<file path="src/rtl/psum_accum_buf_pkg.sv">
// Shared widths, state encoding and saturation limits for the psum
// accumulate-and-replay buffer that feeds sfp_row.
package psum_accum_buf_pkg;

    localparam int COL     = 8;
    localparam int BW      = 8;
    localparam int BW_PSUM = 2 * BW + 4;
    localparam int DEPTH   = 16;
    localparam int AW      = 4;

    localparam logic signed [BW_PSUM-1:0] PSUM_MAX = {1'b0, {(BW_PSUM-1){1'b1}}};
    localparam logic signed [BW_PSUM-1:0] PSUM_MIN = {1'b1, {(BW_PSUM-1){1'b0}}};

    typedef enum logic [2:0] {
        ST_IDLE     = 3'd0,
        ST_ACCUM    = 3'd1,
        ST_EMIT_ACC = 3'd2,
        ST_SYNC     = 3'd3,
        ST_EMIT_DIV = 3'd4,
        ST_FIN      = 3'd5
    } state_e;

    typedef logic [COL*BW_PSUM-1:0] vec_t;

    // A job is only started for 1..DEPTH rows and a non-zero tile count.
    function automatic logic cfg_ok(input logic [AW:0] rows, input logic [3:0] tiles);
        return (rows != 5'd0) && (rows <= 5'(DEPTH)) && (tiles != 4'd0);
    endfunction

endpackage

</file>
<file path="src/rtl/psum_accum_buf_if.sv">
// Input psum stream from the output FIFO plus the replay bus towards sfp_row.
interface psum_accum_buf_if;
    import psum_accum_buf_pkg::*;

    logic in_valid;
    logic in_ready;
    vec_t in_data;
    vec_t sfp_data;
    logic acc;
    logic div;
    logic fifo_ext_rd;

    modport master (
        output in_valid, in_data,
        input  in_ready, sfp_data, acc, div, fifo_ext_rd
    );

    modport slave (
        input  in_valid, in_data,
        output in_ready, sfp_data, acc, div, fifo_ext_rd
    );

endinterface

</file>
<file path="src/rtl/psum_accum_buf_sat_add.sv">
// One lane of signed saturating addition at psum width.
module psum_sat_add
    import psum_accum_buf_pkg::*;
(
    input  logic signed [BW_PSUM-1:0] a,
    input  logic signed [BW_PSUM-1:0] b,
    output logic signed [BW_PSUM-1:0] sum
);

    logic [BW_PSUM:0] wide_s;

    // Add one bit wider; differing top two bits mean the result left the range.
    always_comb begin
        wide_s = {a[BW_PSUM-1], a} + {b[BW_PSUM-1], b};
        if (wide_s[BW_PSUM] != wide_s[BW_PSUM-1]) begin
            if (wide_s[BW_PSUM]) begin
                sum = PSUM_MIN;
            end else begin
                sum = PSUM_MAX;
            end
        end else begin
            sum = wide_s[BW_PSUM-1:0];
        end
    end

endmodule

</file>
<file path="src/rtl/psum_accum_buf.sv">
// Row-wide psum accumulator: sums cfg_tiles passes of cfg_rows vectors into a
// local buffer, then replays each row to sfp_row twice (acc phase, div phase)
// with a peer-gated sync gap between the two replays.
module psum_accum_buf
    import psum_accum_buf_pkg::*;
(
    input  logic            clk,
    input  logic            reset,
    input  logic            start,
    input  logic [AW:0]     cfg_rows,
    input  logic [3:0]      cfg_tiles,
    input  logic            peer_ready,
    output logic            busy,
    output logic            done,
    psum_accum_buf_if.slave io
);

    state_e          state_r;
    logic [AW:0]     cfg_rows_r;
    logic [3:0]      cfg_tiles_r;
    logic [AW-1:0]   wptr_r;
    logic [AW-1:0]   rptr_r;
    logic [3:0]      tile_cnt_r;
    logic            sync_done_r;
    logic            in_ready_r;
    logic            acc_r;
    logic            div_r;
    logic            fifo_ext_rd_r;
    logic            busy_r;
    logic            done_r;
    vec_t            sfp_data_r;

    vec_t            row_buf_r [DEPTH];

    vec_t            cur_row_s;
    vec_t            sum_row_s;
    logic            beat_s;
    logic [AW:0]     rows_m1_s;
    logic [AW-1:0]   last_row_s;
    logic [3:0]      last_tile_s;

    // Current buffer row, accepted-beat strobe and end-of-pass indices.
    always_comb begin
        cur_row_s   = row_buf_r[wptr_r];
        beat_s      = io.in_valid & in_ready_r;
        rows_m1_s   = cfg_rows_r - 5'd1;
        last_row_s  = rows_m1_s[AW-1:0];
        last_tile_s = cfg_tiles_r - 4'd1;
    end

    for (genvar l = 0; l < COL; l++) begin : g_lane
        psum_sat_add u_sat_add (
            .a   (cur_row_s[l*BW_PSUM +: BW_PSUM]),
            .b   (io.in_data[l*BW_PSUM +: BW_PSUM]),
            .sum (sum_row_s[l*BW_PSUM +: BW_PSUM])
        );
    end

    // Buffer write: tile 0 overwrites so stale rows never leak into a new job.
    always_ff @(posedge clk) begin
        if (beat_s) begin
            if (tile_cnt_r == 4'd0) begin
                row_buf_r[wptr_r] <= io.in_data;
            end else begin
                row_buf_r[wptr_r] <= sum_row_s;
            end
        end
    end

    // Job sequencer; every strobe and the replay data are registered together.
    always_ff @(posedge clk or posedge reset) begin
        if (reset) begin
            state_r       <= ST_IDLE;
            cfg_rows_r    <= 5'd0;
            cfg_tiles_r   <= 4'd0;
            wptr_r        <= 4'd0;
            rptr_r        <= 4'd0;
            tile_cnt_r    <= 4'd0;
            sync_done_r   <= 1'b0;
            in_ready_r    <= 1'b0;
            acc_r         <= 1'b0;
            div_r         <= 1'b0;
            fifo_ext_rd_r <= 1'b0;
            busy_r        <= 1'b0;
            done_r        <= 1'b0;
            sfp_data_r    <= '0;
        end else begin
            done_r <= 1'b0;
            case (state_r)
                ST_IDLE: begin
                    if (start && cfg_ok(cfg_rows, cfg_tiles)) begin
                        cfg_rows_r  <= cfg_rows;
                        cfg_tiles_r <= cfg_tiles;
                        wptr_r      <= 4'd0;
                        rptr_r      <= 4'd0;
                        tile_cnt_r  <= 4'd0;
                        in_ready_r  <= 1'b1;
                        busy_r      <= 1'b1;
                        state_r     <= ST_ACCUM;
                    end
                end
                ST_ACCUM: begin
                    if (beat_s) begin
                        if (wptr_r == last_row_s) begin
                            wptr_r     <= 4'd0;
                            tile_cnt_r <= tile_cnt_r + 4'd1;
                            if (tile_cnt_r == last_tile_s) begin
                                in_ready_r <= 1'b0;
                                rptr_r     <= 4'd0;
                                state_r    <= ST_EMIT_ACC;
                            end
                        end else begin
                            wptr_r <= wptr_r + 4'd1;
                        end
                    end
                end
                ST_EMIT_ACC: begin
                    acc_r      <= 1'b1;
                    sfp_data_r <= row_buf_r[rptr_r];
                    if (rptr_r == last_row_s) begin
                        rptr_r      <= 4'd0;
                        sync_done_r <= 1'b0;
                        state_r     <= ST_SYNC;
                    end else begin
                        rptr_r <= rptr_r + 4'd1;
                    end
                end
                ST_SYNC: begin
                    // Two idle cycles minimum, then wait for the peer core.
                    acc_r <= 1'b0;
                    if (sync_done_r && peer_ready) begin
                        state_r <= ST_EMIT_DIV;
                    end else begin
                        sync_done_r <= 1'b1;
                    end
                end
                ST_EMIT_DIV: begin
                    div_r         <= 1'b1;
                    fifo_ext_rd_r <= 1'b1;
                    sfp_data_r    <= row_buf_r[rptr_r];
                    if (rptr_r == last_row_s) begin
                        rptr_r  <= 4'd0;
                        state_r <= ST_FIN;
                    end else begin
                        rptr_r <= rptr_r + 4'd1;
                    end
                end
                ST_FIN: begin
                    div_r         <= 1'b0;
                    fifo_ext_rd_r <= 1'b0;
                    done_r        <= 1'b1;
                    busy_r        <= 1'b0;
                    state_r       <= ST_IDLE;
                end
                default: begin
                    in_ready_r    <= 1'b0;
                    acc_r         <= 1'b0;
                    div_r         <= 1'b0;
                    fifo_ext_rd_r <= 1'b0;
                    busy_r        <= 1'b0;
                    state_r       <= ST_IDLE;
                end
            endcase
        end
    end

    assign io.in_ready    = in_ready_r;
    assign io.sfp_data    = sfp_data_r;
    assign io.acc         = acc_r;
    assign io.div         = div_r;
    assign io.fifo_ext_rd = fifo_ext_rd_r;
    assign busy           = busy_r;
    assign done           = done_r;

endmodule
</file>
<file path="src/flat_wrapper.sv">
// flat-port wrapper written by rule: the top's interface ports become plain ports
module psum_accum_buf_flat import psum_accum_buf_pkg::*;
  (clk, reset, start, cfg_rows, cfg_tiles, peer_ready, busy, done, io_in_valid, io_in_data, io_in_ready, io_sfp_data, io_acc, io_div, io_fifo_ext_rd);
  psum_accum_buf_if io_i ();
  input  logic clk;
  input  logic reset;
  input  logic start;
  input  logic [AW:0] cfg_rows;
  input  logic [3:0] cfg_tiles;
  input  logic peer_ready;
  output logic busy;
  output logic done;
  input wire logic [$bits(io_i.in_valid)-1:0] io_in_valid;
  input wire logic [$bits(io_i.in_data)-1:0] io_in_data;
  output wire logic [$bits(io_i.in_ready)-1:0] io_in_ready;
  output wire logic [$bits(io_i.sfp_data)-1:0] io_sfp_data;
  output wire logic [$bits(io_i.acc)-1:0] io_acc;
  output wire logic [$bits(io_i.div)-1:0] io_div;
  output wire logic [$bits(io_i.fifo_ext_rd)-1:0] io_fifo_ext_rd;
  assign io_i.in_valid = io_in_valid;
  assign io_i.in_data = io_in_data;
  assign io_in_ready = io_i.in_ready;
  assign io_sfp_data = io_i.sfp_data;
  assign io_acc = io_i.acc;
  assign io_div = io_i.div;
  assign io_fifo_ext_rd = io_i.fifo_ext_rd;
  psum_accum_buf u_core (.clk(clk), .reset(reset), .start(start), .cfg_rows(cfg_rows), .cfg_tiles(cfg_tiles), .peer_ready(peer_ready), .busy(busy), .done(done), .io(io_i));
endmodule
</file>
<file path="config.mk">
export PLATFORM = sky130hd
export DESIGN_NAME = psum_accum_buf_flat
export DESIGN_NICKNAME = d
export VERILOG_FILES = /design/src/rtl/psum_accum_buf_pkg.sv /design/src/rtl/psum_accum_buf_if.sv /design/src/rtl/psum_accum_buf_sat_add.sv /design/src/rtl/psum_accum_buf.sv /design/src/flat_wrapper.sv
export SDC_FILE = /design/constraint.sdc
export NUM_CORES = 2
export LEC_CHECK = 0
export CORE_MARGIN = 1
export CORE_UTILIZATION = 56
export DETAILED_ROUTE_END_ITERATION = 10
export PLACE_DENSITY = 0.76
export SYNTH_ARGS = -nofsm -noshare
export SYNTH_HDL_FRONTEND = slang
export SYNTH_HIERARCHICAL = 1
export SYNTH_SLANG_ARGS = --single-unit
</file>
<file path="constraint.sdc">
create_clock -name clk -period 12.5 [get_ports clk]
set_clock_uncertainty 0.2 [all_clocks]
set_input_delay 3.75 -clock clk [delete_from_list [all_inputs] [get_ports clk]]
set_output_delay 3.75 -clock clk [all_outputs]
set_load 0.005 [all_outputs]
</file>
==> Yosys cells after proc, flatten, opt, wreduce, memory -nomap -nowiden <==
Memories as Yosys holds them, arrays and structs flattened. A register that Yosys moved wholly into a read port is not among the register bits.
Index checks and enable logic that the tools add are counted.
W data, S select, Z words.
{ "word_totals": {"register_bits": 29, "ram_bits": 2560, "n_memories": 1} }
{ "mem_list": {"columns": ["name", "depth", "word_bits", "read_ports", "rd_clocked_by_memory_dff", "write_ports", "line_no", "text"], "rows": [
  ["u_core.row_buf_r", 16, 160, 2, 1, 1, "psum_accum_buf.sv:33", "vec_t row_buf_r [DEPTH];"]
]} }
{ "classes": {"n_addsub": 13, "order_cmp": 1, "eq_ne": 24, "n_mux": 55, "bitwise_logic": 4, "n_reduce_logical": 24} }
{ "op_table": {"columns": ["operator", "count"], "rows": [
  ["$mux W20", 16],
  ["$add A20 B20 Y21", 8],
  ["$mux W160", 1],
  ["$mux W4", 9],
  ["$mux W3", 7],
  ["$pmux W4 S2", 2],
  ["$reduce_or A4 Y1", 4],
  ["$pmux W3 S5", 1],
  ["$ne A2 B1 Y1 const B", 7],
  ["$mux W1", 13],
  ["$add A4 B1 Y4 const B", 3],
  ["$eq A4 B4 Y1", 3],
  ["$pmux W4 S3", 1],
  ["$reduce_and A5 Y1", 2],
  ["$ne A1 B1 Y1", 8],
  ["$pmux W1 S2", 4],
  ["$sub A4 B1 Y4 const B", 2],
  ["$reduce_and A7 Y1", 1],
  ["$eq A3 B2 Y1 const B", 2],
  ["$eq A3 B3 Y1 const B", 2],
  ["$reduce_and A3 Y1", 2],
  ["$le A5 B5 Y1 const B", 1],
  ["$reduce_bool A5 Y1", 1],
  ["$logic_and A1 B1 Y1", 4],
  ["14 further kinds", 17]
]} }

==> Logic depth before layout (Yosys ltp) <==
{ "depth": {"depth_word": 6, "ltp_mapped": 18, "ltp_nobuf": 13} }

==> Modules after synthesis <==
Netlist, hierarchy kept.
{ "by_module_without_submodules": {"columns": ["mod", "n_inst", "cells_each", "area_per_inst_um2", "seq_area_each_um2"], "rows": [
  ["psum_accum_buf", 1, 5238, 124075.2, 81603.3],
  ["psum_sat_add", 8, 165, 1288.7, 0.0]
]} }

==> Worst setup path after synthesis <==
Ideal clock, no wire load.
{ "synth_path": {"kind": "input -> register", "startpoint": "in io_in_valid", "endpoint": "mem u_core/row_buf_r[3][0] (netlist bit) (enable)", "setup_ns": 0.875, "arrival_ns": 14.994, "setup_slack_ns": -3.570, "cell_stages": 4, "cell_sequence": "and2_1 clkbuf_1 nand2_1 nor3_1"} }
{ "synth_via": {"elab_chain_len": 4} }
{ "synth_rtl": {"columns": ["item", "line_no", "text"], "rows": [
  ["from (decl)", "flat_wrapper.sv:13", "input wire logic [$bits(io_i.in_valid)-1:0] io_in_valid;"],
  ["$and A1 B1 Y1 (*)", "psum_accum_buf.sv:45", "beat_s = io.in_valid & in_ready_r;"],
  ["$mux W1", "psum_accum_buf.sv:61", "if (beat_s) begin"],
  ["$mux W1 (on tied branches)", "psum_accum_buf.sv:63, psum_accum_buf.sv:65", null],
  ["$or A1 B1 Y1 (no line) (*)", null, null],
  ["to (decl)", "psum_accum_buf.sv:33", null]
]} }
Mark *: on every way between the ends. The rest lies on a longest branch, timed or not.

==> Worst setup path in the final report <==
{ "layout_path": {"startpoint": "reg u_core.wptr_r[0]", "endpoint": "mem u_core/row_buf_r[14][102] (netlist bit), data pin"} }
{ "layout_via": {"elab_chain_len": 5} }
{ "layout_rtl": {"columns": ["item", "line_no", "text"], "rows": [
  ["from (decl)", "psum_accum_buf.sv:21", "logic [AW-1:0] wptr_r;"],
  ["from (signal assigned)", "psum_accum_buf.sv:113", "wptr_r <= wptr_r + 4'd1;"],
  ["$mem_v2 Z16 W160 (*)", null, null],
  ["net u_core.cur_row_s[100]", "psum_accum_buf.sv:35", "vec_t cur_row_s;"],
  ["$add A20 B20 Y21 (*)", "psum_accum_buf_sat_add.sv:14", "wide_s = {a[BW_PSUM-1], a} + {b[BW_PSUM-1], b};"],
  ["$mux W20 or $ne A1 B1 Y1 (tied branches)", "psum_accum_buf_sat_add.sv:16, psum_accum_buf_sat_add.sv:15", null],
  ["$mux W20 (*)", "psum_accum_buf_sat_add.sv:15", "if (wide_s[BW_PSUM] != wide_s[BW_PSUM-1]) begin"],
  ["net u_core.sum_row_s[102]", "psum_accum_buf.sv:36", "vec_t sum_row_s;"],
  ["$mux W160 (no line) (*)", null, null]
]} }
Mark *: on every way through the listed nets, which the timed path passes. The rest lies on a longest branch.

==> flow_summary.toml <==
[layout]
drive_above_1_share = 0.376
final_cell_mix = "edfxtp_1 (2560), mux4_2 (1600), clkdlybuf4s50_1 (339)"
utilization = 0.633
final_common_cell = "edfxtp_1"
multi_input_area_um2 = 50600
areaGrowthSynthToFinish_pct = 12.2
nets = 7236
register_area_um2 = 81600
num-fill-cells = 16000

[setup_path]
crit_chain = "buf_4 -> buf_4 -> mux4_2 -> mux4_2 -> ha_1 -> inv_1 -> fa_1 -> nor2b_4 -> o211ai_1 -> a21oi_2 -> nor3b_2 -> o221ai_2 -> a21o_1 -> maj3_1 -> mux2_2"
r2r_end = "u_core/row_buf_r[14][102]$_DFFE_PP_"
timing.rr.start = "u_core/wptr_r[0]$_DFFE_PP0P_"
max_stage_delay_ns = 0.93
rrSetupSlack_ns = 5.12
critical_path_required_ns = 12.92
reg2reg_depth = 15
slowest_stage = "dfrtp_4"
critPathLaunchType = "flip-flop"
critPathKind = "reg -> reg"
worstPathArrival_ns = 7.79
critPathMaxFanout = 37
critPathCaptureType = "flip-flop"

[logic_synthesis]
synth_mux_area_frac = 0.296
postSynthCellCount = 6558
synth_fa_ha_area_frac = 0.0291
synth_edf_count = 2560
post-synth-top-area-cell = "edfxtp_1"
synth.ff_latch_count = 2749
yosys.area_share.simple = 0.0176
synth_top_cell_area_share = 0.572
yosys-top-cells-area = "edfxtp_1 (57%), mux4_2 (27%), dfrtp_1 (3.5%)"
yosysSeqAreaShare = 0.607
syn-num-nets = 6909
ys.flop_type = "edfxtp_1"
synth_area_um2 = 134000
synth_compound_area_frac = 0.0204
avgSynthCellArea_um2 = 20.5
synth.distinct_cells = 61
async_reset_ff_frac = 0.0688
ys_warn_count = 6
synthXorXnorAreaFrac = 0.0121
synth_top_family_by_area = "multiplexers"

[drt]
via_per_inst = 7.13
wl_met2_um = 180000
vias = 73500
first_iter_violations = 8594
routedWlPerCell_um = 34.7
firstDrtPassIters = 9
drt-met1-wl_um = 134000
drt_wl_total_um = 357000
post-route-drc-count = 41
routed.top_layer = "met5"
met3_length_um = 30900
ant_nets = 0

[clock_tree]
clockRootBuffer = "clkbuf_16"
cts_hold_buf = 0
cts.sinks = 2749
htreeDepth = 5
cts_setup_buffers = 0
cts_tree = "done"
postCtsResizedCells = 0
cts.path.max_buffers = 4
clk_latency_ns = 0.94
cts.clk_slew.worst_paths_ns = 0.06
numCtsBuffers = 307

[power]
leakage_nw = 49.7
powerDensity_nw_per_um2 = 279
ir_worst_vdd_mv = 0.226

[die]
ios = 340
die_h_um = 492
std_cell_rows = 179
initial_utilization = 0.564
dieArea_um2 = 242000
coreArea_um2 = 238000
die_w_um = 492

[sta]
fin_crit_sh = 0.590
hold_viol_final = 0
max_slew_margin = 0.161
final.setup.tns_ns = 0
fmax_mhz = 136
rsz0062_at_grt = "false"
period_needed_ns = 7.38
setup-violations-final = 0
drv_slew = 0
worst_pin_slew_ns = 1.26

[status]
violations = "DRC"
status = "finished with violations"

[placed_design]
dp_hpwl_um = 191000
gp_congestion = 0.865
port-buffer-count = 339

[hold_path]
hold_path_end = "u_core/io.sfp_data[117]$_DFFE_PP0P_"
min_from = "u_core/io.sfp_data[117]$_DFFE_PP0P_"
holdPathStages = 1
min_path_type = "reg -> reg"

[global_route]
grt_pass1_vias = 76000
grt_max_degree = 146
grt_pass1_wl_um = 521000
grt_usage = 0.298
grt-ovfl-total = 0
antenna_found_initial = 39

[flow_run]
max_cap_violations = 0
Yosys cell counts, drive strengths merged (35+ instances only):
library cell and instances:
nand2 135, mux4 1600, mux2 329, dfrtp 189
inv 71, and2 35, buf 224, xor2 73
nor2 100, clkbuf 219, edfxtp 2560, o21ai 79
a21oi 164, nand3 49, maj3 152, a21o 64
xnor2 90, ha 169
power by group:
| part | switching [mW] | internal (mW) | total (mW) |
|---|---|---|---|
| registers | 0.593 | 13.8 | 14.4 |
| clock network | 3.58 | 5.18 | 8.76 |
| logic | 10.6 | 8.28 | 18.9 |
metrics by stage:
| step | total power, mW | instances | area (µm²) | setup WS, ns | hold slack [ns] |
|---|---|---|---|---|---|
| after floorplan | 28.6 | 6558 | 134000 | 0.728 | 0.278 |
| after global placement | 32.8 | 9743 | 141000 | 4.62 | 0.290 |
| after detailed placement | 33.3 | 9743 | 141000 | 4.61 | 0.295 |
| after CTS | 42.1 | 10300 | 151000 | 5.06 | 0.307 |
| after global routing | 43.9 | 10300 | 151000 | 4.80 | 0.320 |
| final | 42.1 | 10300 | 151000 | 5.12 | 0.304 |
critical path: cells and delay by family (launching register included):
kind / cells / cell delay (ns)
flops: 1 / 0.93
buf+inv: 3 / 1.63
simple gates: 2 / 0.39
fa+ha+maj: 3 / 1.07
mux: 3 / 1.51
compound gates: 4 / 1.20
flip-flops by register name, summed over array words and instances, names as in the netlist:
| register | cells |
|---|---|
| u_core/busy | 1 |
| u_core/cfg_rows_r | 4 |
| u_core/cfg_tiles_r | 4 |
| u_core/done | 1 |
| u_core/io.acc | 1 |
| u_core/io.fifo_ext_rd | 1 |
| u_core/io.in_ready | 1 |
| u_core/io.sfp_data | 160 |
| u_core/row_buf_r | 2560 |
| u_core/rptr_r | 4 |
| u_core/state_r | 3 |
| u_core/sync_done_r | 1 |
| u_core/tile_cnt_r | 4 |
| u_core/wptr_r | 4 |
metal layers:
layer  up-vias  track usage
met4        38        0.100
met5         -            0
met1     39600        0.403
met3       728       0.0540
met2      4054        0.492
li1      29100            -
logic make-up (layout without fill, tap and decap cells):
logic type	Yosys count	after routing
and+or+nand+nor	457	457
DFF	2749	2749
muxes	1931	1931
other	0	15
adders and majority gates	329	329
AOI/OAI and AO/OA	413	413
xor gates and xnor gates	165	165
buffers and inverters	514	1071
layout make-up:
type / instances / area share
Clock buffer: 413 / 0.0557
Inverter: 71 / 0.00182
Sequential cell: 2749 / 0.541
Clock inverter: 126 / 0.00825
Timing Repair Buffer: 461 / 0.0313
Tap cell: 3167 / 0.0263
Antenna cell: 15 / 0.000249
Multi-Input combinational cell: 3295 / 0.335
worst max path at each step:
stage	start	endpoint	slack [ns]	cells after the start
floorplan	io_in_valid	u_core/row_buf_r[15][0]$_DFFE_PP_	0.73	4
global placement	io_in_data[80]	u_core/row_buf_r[14][82]$_DFFE_PP_	4.62	12
detailed placement	io_in_data[80]	u_core/row_buf_r[13][82]$_DFFE_PP_	4.61	12
CTS	u_core/wptr_r[0]$_DFFE_PP0P_	u_core/row_buf_r[14][102]$_DFFE_PP_	5.06	15
global route	u_core/wptr_r[0]$_DFFE_PP0P_	u_core/row_buf_r[7][104]$_DFFE_PP_	4.80	15
finish	u_core/wptr_r[0]$_DFFE_PP0P_	u_core/row_buf_r[14][102]$_DFFE_PP_	5.12	15
Power figures use the tool's default switching activity.
